$ cat config.mk
export PLATFORM = sky130hd
export DESIGN_NAME = fetch_ctrl
export DESIGN_NICKNAME = d
export VERILOG_FILES = /design/src/rtl/fetch_ctrl_pkg.sv /design/src/rtl/fetch_ctrl_ack_timer.sv /design/src/rtl/fetch_ctrl.sv
export SDC_FILE = /design/constraint.sdc
export NUM_CORES = 1
export LEC_CHECK = 0
export BUFFER_PORTS_ARGS = -buffer_cell sky130_fd_sc_hd__buf_2
export CAP_MARGIN = 20
export CORE_MARGIN = 2
export CORE_UTILIZATION = 43
export CTS_BUF_LIST = sky130_fd_sc_hd__clkbuf_2 sky130_fd_sc_hd__clkbuf_4 sky130_fd_sc_hd__clkbuf_8
export DETAILED_ROUTE_END_ITERATION = 8
export PLACE_DENSITY = 0.78
export SETUP_SLACK_MARGIN = 0.02
export SLEW_MARGIN = 20
export SYNTH_ARGS = -nofsm -noshare
export SYNTH_HDL_FRONTEND = slang
export SYNTH_SLANG_ARGS = --single-unit
$ cat constraint.sdc
create_clock -name clk -period 1.4 [get_ports clk]
set_input_delay 0.14 -clock clk [delete_from_list [all_inputs] [get_ports clk]]
set_output_delay 0.14 -clock clk [all_outputs]
set_load 0.1 [all_outputs]
$ cat src/rtl/fetch_ctrl_pkg.sv
// Shared types and default parameters for the fetch sequencing controller.
package fetch_ctrl_pkg;

    typedef enum logic [2:0] {
        IDLE = 3'd0,
        HIT  = 3'd1,
        REQ  = 3'd2,
        GAP  = 3'd3,
        RESP = 3'd4,
        ERR  = 3'd5
    } fetch_state_e;

    localparam int unsigned DefDataW      = 32;
    localparam int unsigned DefAddrW      = 16;
    localparam int unsigned DefAckTimeout = 5;
    localparam int unsigned DefMaxRetry   = 2;

    // $clog2 that never returns 0, so a counter always has at least one bit.
    function automatic int unsigned clog2_min1(input int unsigned v);
        return (v <= 1) ? 1 : $clog2(v);
    endfunction

endpackage

$ cat src/rtl/fetch_ctrl_ack_timer.sv
// Per-attempt ack wait timer: loaded on entry to REQ, counts down one per REQ cycle.
module ack_timer
    import fetch_ctrl_pkg::*;
#(
    parameter int unsigned ACK_TIMEOUT = DefAckTimeout
) (
    input  logic clk,
    input  logic rst,
    input  logic clr_i,
    input  logic load_i,
    input  logic en_i,
    output logic expired_o
);

    localparam int unsigned CntW = clog2_min1(ACK_TIMEOUT + 1);

    logic [CntW-1:0] cnt_q;

    always_ff @(posedge clk) begin
        if (rst || clr_i) begin
            cnt_q <= '0;
        end else if (load_i) begin
            cnt_q <= CntW'(ACK_TIMEOUT);
        end else if (en_i && (cnt_q != '0)) begin
            cnt_q <= cnt_q - 1'b1;
        end
    end

    // High during the last permitted REQ cycle of the current attempt.
    assign expired_o = (cnt_q == CntW'(1));

endmodule

$ cat src/rtl/fetch_ctrl.sv
// Fetch sequencer: one request at a time, cache-hit fast path or memory req/ack with retry.
module fetch_ctrl
    import fetch_ctrl_pkg::*;
#(
    parameter int unsigned DATA_W      = DefDataW,
    parameter int unsigned ADDR_W      = DefAddrW,
    parameter int unsigned ACK_TIMEOUT = DefAckTimeout,
    parameter int unsigned MAX_RETRY   = DefMaxRetry
) (
    input  logic              clk,
    input  logic              rst,
    input  logic              fetch,
    input  logic [ADDR_W-1:0] fetch_addr,
    input  logic              cache_hit,
    input  logic [DATA_W-1:0] cache_data,
    output logic              req,
    output logic [ADDR_W-1:0] req_addr,
    input  logic              ack,
    input  logic [DATA_W-1:0] mem_data,
    output logic              busy,
    output logic              data_ready,
    output logic [DATA_W-1:0] data_out,
    output logic              done,
    output logic              error
);

    localparam int unsigned RetryW = clog2_min1(MAX_RETRY + 1);

    fetch_state_e      state_q;
    logic [RetryW-1:0] retry_q;
    logic              req_q;
    logic [ADDR_W-1:0] req_addr_q;
    logic              busy_q;
    logic              data_ready_q;
    logic [DATA_W-1:0] data_out_q;
    logic              done_q;
    logic              error_q;

    logic tmr_clr;
    logic tmr_load;
    logic tmr_en;
    logic tmr_expired;

    ack_timer #(
        .ACK_TIMEOUT(ACK_TIMEOUT)
    ) u_ack_timer (
        .clk      (clk),
        .rst      (rst),
        .clr_i    (tmr_clr),
        .load_i   (tmr_load),
        .en_i     (tmr_en),
        .expired_o(tmr_expired)
    );

    always_comb begin
        tmr_clr  = 1'b0;
        tmr_load = 1'b0;
        tmr_en   = 1'b0;
        case (state_q)
            IDLE: begin
                if (fetch) begin
                    tmr_clr  = cache_hit;
                    tmr_load = !cache_hit;
                end
            end
            REQ: begin
                tmr_en  = 1'b1;
                tmr_clr = ack || tmr_expired;
            end
            GAP:     tmr_load = 1'b1;
            default: ;
        endcase
    end

    always_ff @(posedge clk) begin
        if (rst) begin
            state_q      <= IDLE;
            retry_q      <= '0;
            req_q        <= 1'b0;
            req_addr_q   <= '0;
            busy_q       <= 1'b0;
            data_ready_q <= 1'b0;
            data_out_q   <= '0;
            done_q       <= 1'b0;
            error_q      <= 1'b0;
        end else begin
            data_ready_q <= 1'b0;
            done_q       <= 1'b0;
            error_q      <= 1'b0;
            case (state_q)
                IDLE: begin
                    if (fetch) begin
                        busy_q     <= 1'b1;
                        req_addr_q <= fetch_addr;
                        retry_q    <= '0;
                        if (cache_hit) begin
                            data_out_q   <= cache_data;
                            data_ready_q <= 1'b1;
                            done_q       <= 1'b1;
                            state_q      <= HIT;
                        end else begin
                            req_q   <= 1'b1;
                            state_q <= REQ;
                        end
                    end
                end
                REQ: begin
                    // An ack in the final wait cycle still wins over the timeout.
                    if (ack) begin
                        req_q        <= 1'b0;
                        data_out_q   <= mem_data;
                        data_ready_q <= 1'b1;
                        done_q       <= 1'b1;
                        state_q      <= RESP;
                    end else if (tmr_expired) begin
                        req_q <= 1'b0;
                        if (retry_q < RetryW'(MAX_RETRY)) begin
                            state_q <= GAP;
                        end else begin
                            done_q  <= 1'b1;
                            error_q <= 1'b1;
                            state_q <= ERR;
                        end
                    end
                end
                GAP: begin
                    retry_q <= retry_q + 1'b1;
                    req_q   <= 1'b1;
                    state_q <= REQ;
                end
                HIT, RESP, ERR: begin
                    busy_q  <= 1'b0;
                    state_q <= IDLE;
                end
                default: begin
                    busy_q  <= 1'b0;
                    req_q   <= 1'b0;
                    state_q <= IDLE;
                end
            endcase
        end
    end

    assign req        = req_q;
    assign req_addr   = req_addr_q;
    assign busy       = busy_q;
    assign data_ready = data_ready_q;
    assign data_out   = data_out_q;
    assign done       = done_q;
    assign error      = error_q;

endmodule

=== Word level (Yosys, flattened, before mapping) ===
Index checks and enable logic that the tools add are counted.

* Bits in registers: 61
* Latch bits: 0
* Bits in writable memories: 0
* Output and inout port bits: 53
* Bits in read-only memories: 0
* Memories kept: 0
* Input bits: 85

* Eq/ne operators: 11
* Multipliers: 0
* Muxes and demuxes: 34
* Shift operators: 0
* Div/mod/pow operators: 0
* Add/subtract/negate cells: 2
* Bitwise gates (word level): 3
* $lt $le $gt $ge: 1
* Reduce and logical (&&, ||, !) cells: 19

{| class="wikitable"
|+ Operators with widths
! operator !! number
|-
| 32-bit two-way mux || 3
|-
| 32-bit case mux with 2 select lines || 1
|-
| 3-bit two-way mux || 6
|-
| 1-bit two-way mux || 14
|-
| 1-bit case mux with 2 select lines || 5
|-
| 3-bit case mux with 3 select lines || 1
|-
| 2-bit != test (second input constant) || 4
|-
| 2-bit AND reduction || 4
|-
| 4-bit AND reduction || 2
|-
| 3-bit by 1-bit == test with 1-bit output (second input constant) || 2
|-
| 3-bit by 2-bit == test with 1-bit output (second input constant) || 2
|-
| 3-bit == test (second input constant) || 2
|-
| 2-bit nonzero test || 3
|-
| 3-bit OR reduction || 2
|-
| 2-bit two-way mux || 2
|-
| 1-bit case mux with 4 select lines || 1
|-
| 2-bit case mux with 2 select lines || 1
|-
| 2-bit OR reduction || 2
|-
| 3-bit logical NOT || 1
|-
| 3-bit != test (second input constant) || 1
|-
| 1-bit NOT || 3
|-
| 3-bit nonzero test || 1
|-
| 3-bit by 1-bit subtractor with 3-bit output (second input constant) || 1
|-
| 2-bit by 1-bit adder with 2-bit output (second input constant) || 1
|-
| other kinds (4) || 5
|}

=== Longest topological paths before layout ===
Gate-level depths: netlist (run 1).

* Depth in word-level cells: 5
* Gate-level depth with buffers: 7
* Depth with buffers taken out: 6

=== Modules after synthesis ===
Synthesis (run 1) repeated with hierarchy kept, for this count alone.

* Cell total of the unflattened synthesis: 327
* Area total of the unflattened synthesis: 2726.4 um2

{| class="wikitable"
|+ Modules (own cells, without submodules)
! module !! cells an instance !! area each (um2) !! seq. area each (um2) !! instances
|-
| fetch_ctrl || 307 || 2531.2 || 1161.1 || 1
|-
| ack_timer || 20 || 195.2 || 60.1 || 1
|}

=== Least setup slack after synthesis (run 1) ===
No wires, ideal clock.

* Path type: register -> register
* From: register u_ack_timer.cnt_q[1]
* To: register u_ack_timer.cnt_q[0]
* Arrival: 1.386 ns
* Setup slack: -0.046 ns
* Stages on the path, launching flop included: 7
* Setup time: 0.060 ns
* Data required time: 1.340 ns
* Path buffers: 0
* Cell sequence: dfxtp_1 -> inv_1 -> ha_1 -> nor2b_1 -> or3_1 -> a31o_2 -> and3b_1

* Word-level cells in the longest chain between the ends: 4
* Elaborated cells between the ends (all ways): 7
* Classes of those cells: 1 x eq/ne; 1 x mux; 5 x reduce/logical

{| class="wikitable"
|+ Ends and longest elaborated chain
! item !! line !! RTL
|-
| start: declaration || fetch_ctrl_ack_timer.sv:17 || <nowiki>logic [CntW-1:0] cnt_q;</nowiki>
|-
| start signal: assignment || fetch_ctrl_ack_timer.sv:23 || <nowiki>cnt_q <= CntW'(ACK_TIMEOUT);</nowiki>
|-
| start signal: assignment || fetch_ctrl_ack_timer.sv:25 || <nowiki>cnt_q <= cnt_q - 1'b1;</nowiki>
|-
| 3-bit by 1-bit == test with 1-bit output || fetch_ctrl_ack_timer.sv:30 || <nowiki>assign expired_o = (cnt_q == CntW'(1));</nowiki>
|-
| 1-bit logical OR || fetch_ctrl.sv:68 || <nowiki>tmr_clr = ack || tmr_expired;</nowiki>
|-
| 1-bit case mux with 2 select lines || fetch_ctrl.sv:59 || <nowiki>case (state_q)</nowiki>
|-
| 1-bit logical OR || fetch_ctrl_ack_timer.sv:20 || <nowiki>if (rst || clr_i) begin</nowiki>
|}

Parallel ways exist; a longest one is shown, timed or not.
A chain may end at the register's enable or synchronous reset.

=== Final worst setup path (run 1) ===
Same ends and word-level chain as after synthesis.

==> results_dict.tcl, run 1 <==
set metrics [dict create \
    fmax_mhz 705 \
    finClkSkew_ns 0.00523 \
    fp.dieH_um 85.2 \
    wl_per_cell_um 14.2 \
    rsz0062_at_grt "true" \
    clock_tree_from_tritoncts "built" \
    post_synth_edffs 0 \
    hpwl_um 5070 \
    total_switching_power_w 0.00211 \
    placeableCoreArea_um2 6350 \
    grtUsageTotal 0.202 \
    syn_inst 294 \
    setup.worst_path.start "u_ack_timer.cnt_q[1]" \
    cp-start-kind "flip-flop" \
    cts.sink_count 61 \
    seq_power_share 0.366 \
    final_cells 529 \
    powerDensity_nw_per_um2 1290 \
    drt_pre_antenna_iters 5 \
    cp-end-kind "flip-flop" \
    gp_routability_congestion 0.861 \
    r2r_start "u_ack_timer.cnt_q[1]" \
    outcome "finished with violations" \
    synth.yosys.warnings 0 \
    dp.cells 503 \
    report.final.hold_viol_count 0 \
    maxCapViolations 0 \
    die_area_um2 7250 \
    critPathMaxFanout 3 \
    worst-setup-path-type "flip-flop to flip-flop" \
    drt_drc_violations_left 0 \
    layout.nets 536 \
    setup_violations 6 \
    antenna_found_initial 0 \
    cts_hold_buffers 0 \
    power.leakage_nw 1.82 \
    drt_first_iter_violations 65 \
    synthesized_area_divided_by_synthesized_cell_count_um2 9.64 \
    maximum_number_of_pins_on_one_net_before_global_route_repair 34 \
    finalCoreUtilization 0.648 \
    synth_async_sr_flop_share 0 \
    final_critical_path_setup_slack_ns -0.0188 \
    clk_pin_slew_ns 0.07 \
    worst-endpoint-required_ns 1.68 \
    syn_nets 382 \
    die_width_um 85.2 \
    hold_path.class "input pin to flip-flop" \
    worst-endpoint-arrival_ns 1.70 \
    reg2reg_slack_ns -0.02 \
    clk_path_buf_depth 2 \
    routed-via-count 2727 \
    mostFrequentLayoutCells "138 x buf_2, 56 x dfxtp_1, 39 x nor2_1" \
    layout_area_overhead_pct 45.2 \
    ctsHtreeMaxLevel 3 \
    fraction_of_final_layout_cells_sized_beyond_drive_strength_1 0.518 \
    finalWirelength_um 7490 \
    grt.overflow.total 0 \
    yosysSeqAreaShare 0.431 \
    p_clk_frac 0.282 \
    postSynthRegisterBits 61 \
    row_count 29 \
    cts_bufs_inserted 9 \
    ios 138 \
    layout.filler_cells 503 \
    clockRootBuffer "clkbuf_8" \
    commonest_non_fill_non_tap_cell_in_the_layout "buf_2" \
    vias_in_the_first_global_route 2657 \
    worst_skew_pair.late_latency_ns 0.34 \
    io_buffer_count 137 \
    ir_worst_vdd_mv 0.797 \
    netlist_area_um2 2830 \
    power_switching_share 0.398 \
    p_int_w 0.00319 \
    synth.distinct_cells 33 \
    floorplan.initialDensity 0.446 \
    min_from "fetch_addr[14]" \
    tns_ns -0.0428 \
    drt-vias-per-instance 5.16 \
    comb_power_share 0.352 \
    post-route-min-period_ns 1.42 \
    multiInputGateArea_um2 1530 \
    worst_pin_slew_ns 0.575 \
    antenna_violating_nets_post_route 0 \
    antennaDiodeCount 0 \
    seq_area_um2 1230 \
    grt_pass1_wl_um 11800 \
    violations_in_the_final_reports "negative setup slack" \
    synth_top_flop_cell "dfxtp_1" \
    final_min_period_over_clock_period 1.01 \
    slew_violations 0 \
    timing.slew.headroom 0.616 \
]
## worst max-delay path: stages (launching register included)
cell and delay, ns:
dfxtp_2 0.32, inv_2 0.04, ha_4 0.15, nor2b_4 0.12, or3_1 0.31, a31o_2 0.23
and3b_1 0.20
## state kept, by name, indices dropped and copies added, names as in the netlist
name	count
data_out	32
done	1
state_q	3
retry_q	2
req_addr	16
req	1
u_ack_timer.cnt_q	3
error	1
busy	1
data_ready	1
## logic make-up (layout without fill, tap and decap cells)
family | count (synthesis) | in the layout | share of synthesized area
AO/OA/AOI/OAI | 65 | 65 | 0.203
adder cells (fa/ha/maj) | 3 | 3 | 0.0133
buffers and inverters | 28 | 186 | 0.0614
flip-flops | 61 | 61 | 0.431
multiplexers | 34 | 34 | 0.121
AND/OR/NAND/NOR | 103 | 103 | 0.170
## per-layer routing
metal / up-vias / global-route usage / routed length, µm
met3: 16 / 0.0652 / 722
met2: 136 / 0.344 / 3540
met1: 1230 / 0.237 / 3080
met5: - / 0 / 0
li1: 1345 / - / -
met4: 0 / 0.0765 / 150
## power by group through the flow
| stage | Clock [W] | Combinational [W] | Sequential, W |
|---|---|---|---|
| 2_1_floorplan | 0 | 0.000492 | 0.00288 |
| 3_3_place_gp | 0 | 0.00173 | 0.00197 |
| 3_5_place_dp | 0 | 0.00176 | 0.00198 |
| 4_1_cts | 0.00153 | 0.00181 | 0.00194 |
| 5_1_grt | 0.00164 | 0.00196 | 0.00196 |
| 6_report | 0.00150 | 0.00187 | 0.00194 |
## path summary, 6_finish.rpt
| path | cells after the start | end |
|---|---|---|
| worst max register to register | 6 | u_ack_timer.cnt_q[0] |
| worst min register to register | 2 | req_addr[15] |
| worst max-delay path | 6 | u_ack_timer.cnt_q[0] |
| worst min-delay path | 3 | req_addr[14] |
## area by class of cell
type / count / share of cell area
clock buffer: 10 / 0.0319
clock inverter: 5 / 0.0128
inverter: 5 / 0.00456
multi-input combinational: 205 / 0.372
sequential: 61 / 0.299
tap: 77 / 0.0234
timing repair buffer: 166 / 0.257
## through the flow
step           worst slack (ns)  hold WS, ns  instance area, µm²  total power [W]
6_report                -0.0188       0.0291                4110          0.00531
4_1_cts                 -0.0210       0.0169                3980          0.00529
5_1_grt                 -0.0788       0.0176                4110          0.00555
3_5_place_dp            -0.0510        0.385                3700          0.00373
2_1_floorplan           -0.0126        0.217                2860          0.00337
3_3_place_gp            -0.0207        0.380                3700          0.00370
## cells in the mapped netlist (4+ instances only)
| library cell | n | area share |
|---|---|---|
| buf_4 | 5 | 0.013 |
| buf_6 | 6 | 0.024 |
| inv_1 | 5 | 0.0066 |
| buf_2 | 4 | 0.0071 |
| nand2_1 | 40 | 0.053 |
| a21oi_1 | 23 | 0.041 |
| mux2i_1 | 33 | 0.12 |
| nor2_1 | 39 | 0.052 |
| clkbuf_1 | 8 | 0.011 |
| nor4_1 | 4 | 0.0088 |
| dfxtp_1 | 61 | 0.43 |
| a211oi_2 | 28 | 0.12 |
| a211oi_1 | 5 | 0.013 |
## repair_timing
action / in CTS / in global routing
setup buffers: 3 / 4
setup endpoints to repair: 27 / 56
gates resized for setup: 6 / 20
cloned: 2 / 2
hold endpoints to repair: 0 / 0
pin swaps: 1 / 6
Note: power is estimated with default switching activity, not from simulation.
==> run 2, diff against run 1 <==
--- a/config.mk
+++ b/config.mk
@@ -8,7 +8,7 @@
 export BUFFER_PORTS_ARGS = -buffer_cell sky130_fd_sc_hd__buf_2
 export CAP_MARGIN = 20
 export CORE_MARGIN = 2
-export CORE_UTILIZATION = 43
+export CORE_UTILIZATION = 42
 export CTS_BUF_LIST = sky130_fd_sc_hd__clkbuf_2 sky130_fd_sc_hd__clkbuf_4 sky130_fd_sc_hd__clkbuf_8
 export DETAILED_ROUTE_END_ITERATION = 8
 export PLACE_DENSITY = 0.78
@@ -16,4 +16,5 @@
 export SLEW_MARGIN = 20
 export SYNTH_ARGS = -nofsm -noshare
 export SYNTH_HDL_FRONTEND = slang
+export SYNTH_HIERARCHICAL = 1
 export SYNTH_SLANG_ARGS = --single-unit
==> run 2 against run 1 <==
Against the previous run:
- the run still ends with negative setup slack left
- first-iteration DRC count grew to 3.7 times the previous value
- highest routed layer unchanged
- utilization increased by 8.3 points
- critical path type unchanged
- sequential cell count stayed put
==> results_dict.tcl, run 2 <==
set metrics [dict create \
    power.leakage_nw 2.07 \
    synth.yosys.warnings 6 \
    worst_skew_pair.late_latency_ns 0.33 \
    gp_routability_congestion 0.860 \
    netlist_top_cells_count "61 x dfxtp_1, 54 x a21oi_1, 35 x nand2_1" \
    fmax_mhz 624 \
    drt-vias-per-instance 5.54 \
    powerDensity_nw_per_um2 1460 \
    cp-start-kind "flip-flop" \
    crit_path_cell_trace "inv_2, ha_4, nor2b_4, or2_4, nand2_2, a21oi_2, or3_1, a311oi_2" \
    dp.cells 544 \
    largest_register_ffs 32 \
    io_buffer_count 137 \
    grtUsageTotal 0.243 \
    worst-endpoint-required_ns 1.63 \
    timing.slew.headroom 0.579 \
    layout_area_overhead_pct 69.2 \
    finClkSkew_ns 0.00871 \
    antenna_found_initial 0 \
    worst-setup-path-type "flip-flop to flip-flop" \
    grt.overflow.total 0 \
    wl_per_cell_um 17.6 \
    die_area_um2 7150 \
    drt_pre_antenna_iters 4 \
    post-route-min-period_ns 1.60 \
    clockRootBuffer "clkbuf_8" \
    commonest_non_fill_non_tap_cell_in_the_layout "buf_2" \
    post_synth_edffs 0 \
    final_min_period_over_clock_period 1.14 \
    critical-path-slowest-cell "dfxtp_2" \
    clk_path_buf_depth 2 \
    p_clk_frac 0.207 \
    postSynthRegisterBits 61 \
    final_cells 571 \
    worst_pin_slew_ns 0.632 \
    syn_nets 415 \
    comb_power_share 0.485 \
    setup_violations 54 \
    netlist_area_um2 2730 \
    synth_top_flop_cell "dfxtp_1" \
    maxCapViolations 0 \
    fp.dieH_um 84.6 \
    antenna_violating_nets_post_route 0 \
    antennaDiodeCount 0 \
    grt_pass1_wl_um 14000 \
    total_switching_power_w 0.00310 \
    synthesized_area_divided_by_synthesized_cell_count_um2 8.34 \
    cp-end-kind "flip-flop" \
    report.final.hold_viol_count 0 \
    hold_path.class "input pin to flip-flop" \
    floorplan.initialDensity 0.432 \
    layout.nets 578 \
    yosysSeqAreaShare 0.448 \
    critPathMaxFanout 2 \
    most_frequently_used_cell_type_in_the_post_synthesis_netlist "dfxtp_1" \
    syn_inst 327 \
    ir_worst_vdd_mv 1.07 \
    die_width_um 84.6 \
    cts.sink_count 61 \
    violations_in_the_final_reports "negative setup slack" \
    max_stage_delay_ns 0.33 \
    finalWirelength_um 10000 \
    fraction_of_final_layout_cells_sized_beyond_drive_strength_1 0.585 \
    layout.filler_cells 459 \
    clk_pin_slew_ns 0.07 \
    final_critical_path_setup_slack_ns -0.202 \
    ctsHtreeMaxLevel 3 \
    post-synth-top-area-fraction 0.448 \
    seq_area_um2 1220 \
    power_switching_share 0.461 \
    placeableCoreArea_um2 6310 \
    cts_bufs_inserted 9 \
    seq_power_share 0.308 \
    routed-via-count 3166 \
    outcome "finished with violations" \
    ios 138 \
    finalCoreUtilization 0.730 \
    row_count 29 \
    rsz0062_at_grt "true" \
    drt_drc_violations_left 0 \
    cts_hold_buffers 0 \
    power_w 0.00672 \
    synth.distinct_cells 39 \
    vias_in_the_first_global_route 3001 \
    synth.top_cells.by_area "dfxtp_1 45%, a221oi_1 10%, a21oi_1 9.9%" \
    worst-endpoint-arrival_ns 1.83 \
    slew_violations 0 \
    multiInputGateArea_um2 1820 \
    clock_tree_from_tritoncts "built" \
    cell_type_with_the_highest_aggregate_area_in_the_netlist "dfxtp_1" \
    hpwl_um 5480 \
    p_int_w 0.00362 \
    maximum_number_of_pins_on_one_net_before_global_route_repair 39 \
    mostFrequentLayoutCells "137 x buf_2, 58 x dfxtp_1, 36 x a21oi_1" \
    drt_first_iter_violations 242 \
    synth_async_sr_flop_share 0 \
]
## run 2: cell types whose count changed in the layout (fill, tap and decap cells not counted), moves of 5 or more
cell,change
mux2i_1,-32
a211oi_2,-28
o21ai_0,+24
buf_4,+13
nand2_1,-19
a221oi_2,+27
nor2_1,-34
a21oi_2,+13
inv_1,+29
o21ai_1,+8
a21oi_1,+18
nand2_4,+15
a221oi_4,+5
## run 2: layout make-up
class	instances	area share
inverter	35	0.0285
multi-input combinational	205	0.394
sequential	61	0.266
clock inverter	2	0.00217
tap	77	0.0209
timing repair buffer	178	0.254
clock buffer	13	0.0347
## run 2: worst max-delay path: cells and delay by family (launching register included)
kind / cells / cell delay, ns
fa+ha+maj: 1 / 0.14
buf+inv: 1 / 0.05
compound gates: 2 / 0.25
flops: 1 / 0.33
simple gates: 4 / 0.74
## run 2: what timing repair did
action	in CTS	in global routing
buffers inserted	6	2
setup endpoints to repair	57	59
gates cloned	2	3
pin swaps	9	65
resized for setup	45	83
## run 2: per-layer routing
| metal | up-vias | part of all wire | wire length, µm | GRT usage |
|---|---|---|---|---|
| li1 | 1500 | - | - | - |
| met3 | 30 | 0.057 | 574 | 0.0462 |
| met4 | 0 | 0.029 | 287 | 0.101 |
| met2 | 135 | 0.53 | 5340 | 0.431 |
| met5 | - | 0 | 0 | 0 |
| met1 | 1501 | 0.38 | 3840 | 0.286 |
## run 2: power groups by stage
stage / sequential, W / clock, W / combinational, W
after floorplan: 0.00339 / 0 / 0.000730
after CTS: 0.00204 / 0.00140 / 0.00286
after global placement: 0.00207 / 0 / 0.00254
final: 0.00207 / 0.00139 / 0.00326
after global routing: 0.00209 / 0.00149 / 0.00340
after detailed placement: 0.00207 / 0 / 0.00258
## run 2: cell families after synthesis
kind of cell / synth area share
AOI/OAI and AO/OA: 0.294
and+or+nand+nor: 0.141
buffers and inverters: 0.100
DFF: 0.448
adders and majority gates: 0.0138
muxes: 0.00367
## run 2: worst paths after layout
path                              from              endpoint  slack [ns]  cells after the start
setup / recovery  u_ack_timer/cnt_q[1]  u_ack_timer/cnt_q[1]       -0.20                      8
hold / removal          fetch_addr[13]          req_addr[13]        0.06                      3
setup reg to reg  u_ack_timer/cnt_q[1]  u_ack_timer/cnt_q[1]       -0.20                      8
hold reg to reg           data_out[31]          data_out[31]        0.46                      2
## run 2: stage by stage
stage	TNS [ns]	worst slack, ns	cell area (µm²)	hold WS [ns]
6_report	-5.04	-0.202	4610	0.0613
3_3_place_gp	-2.63	-0.151	3660	0.382
4_1_cts	-3.86	-0.171	4170	0.0380
2_1_floorplan	-0.496	-0.218	2790	0.217
3_5_place_dp	-4.92	-0.209	3660	0.389
5_1_grt	-8.02	-0.246	4610	0.0575
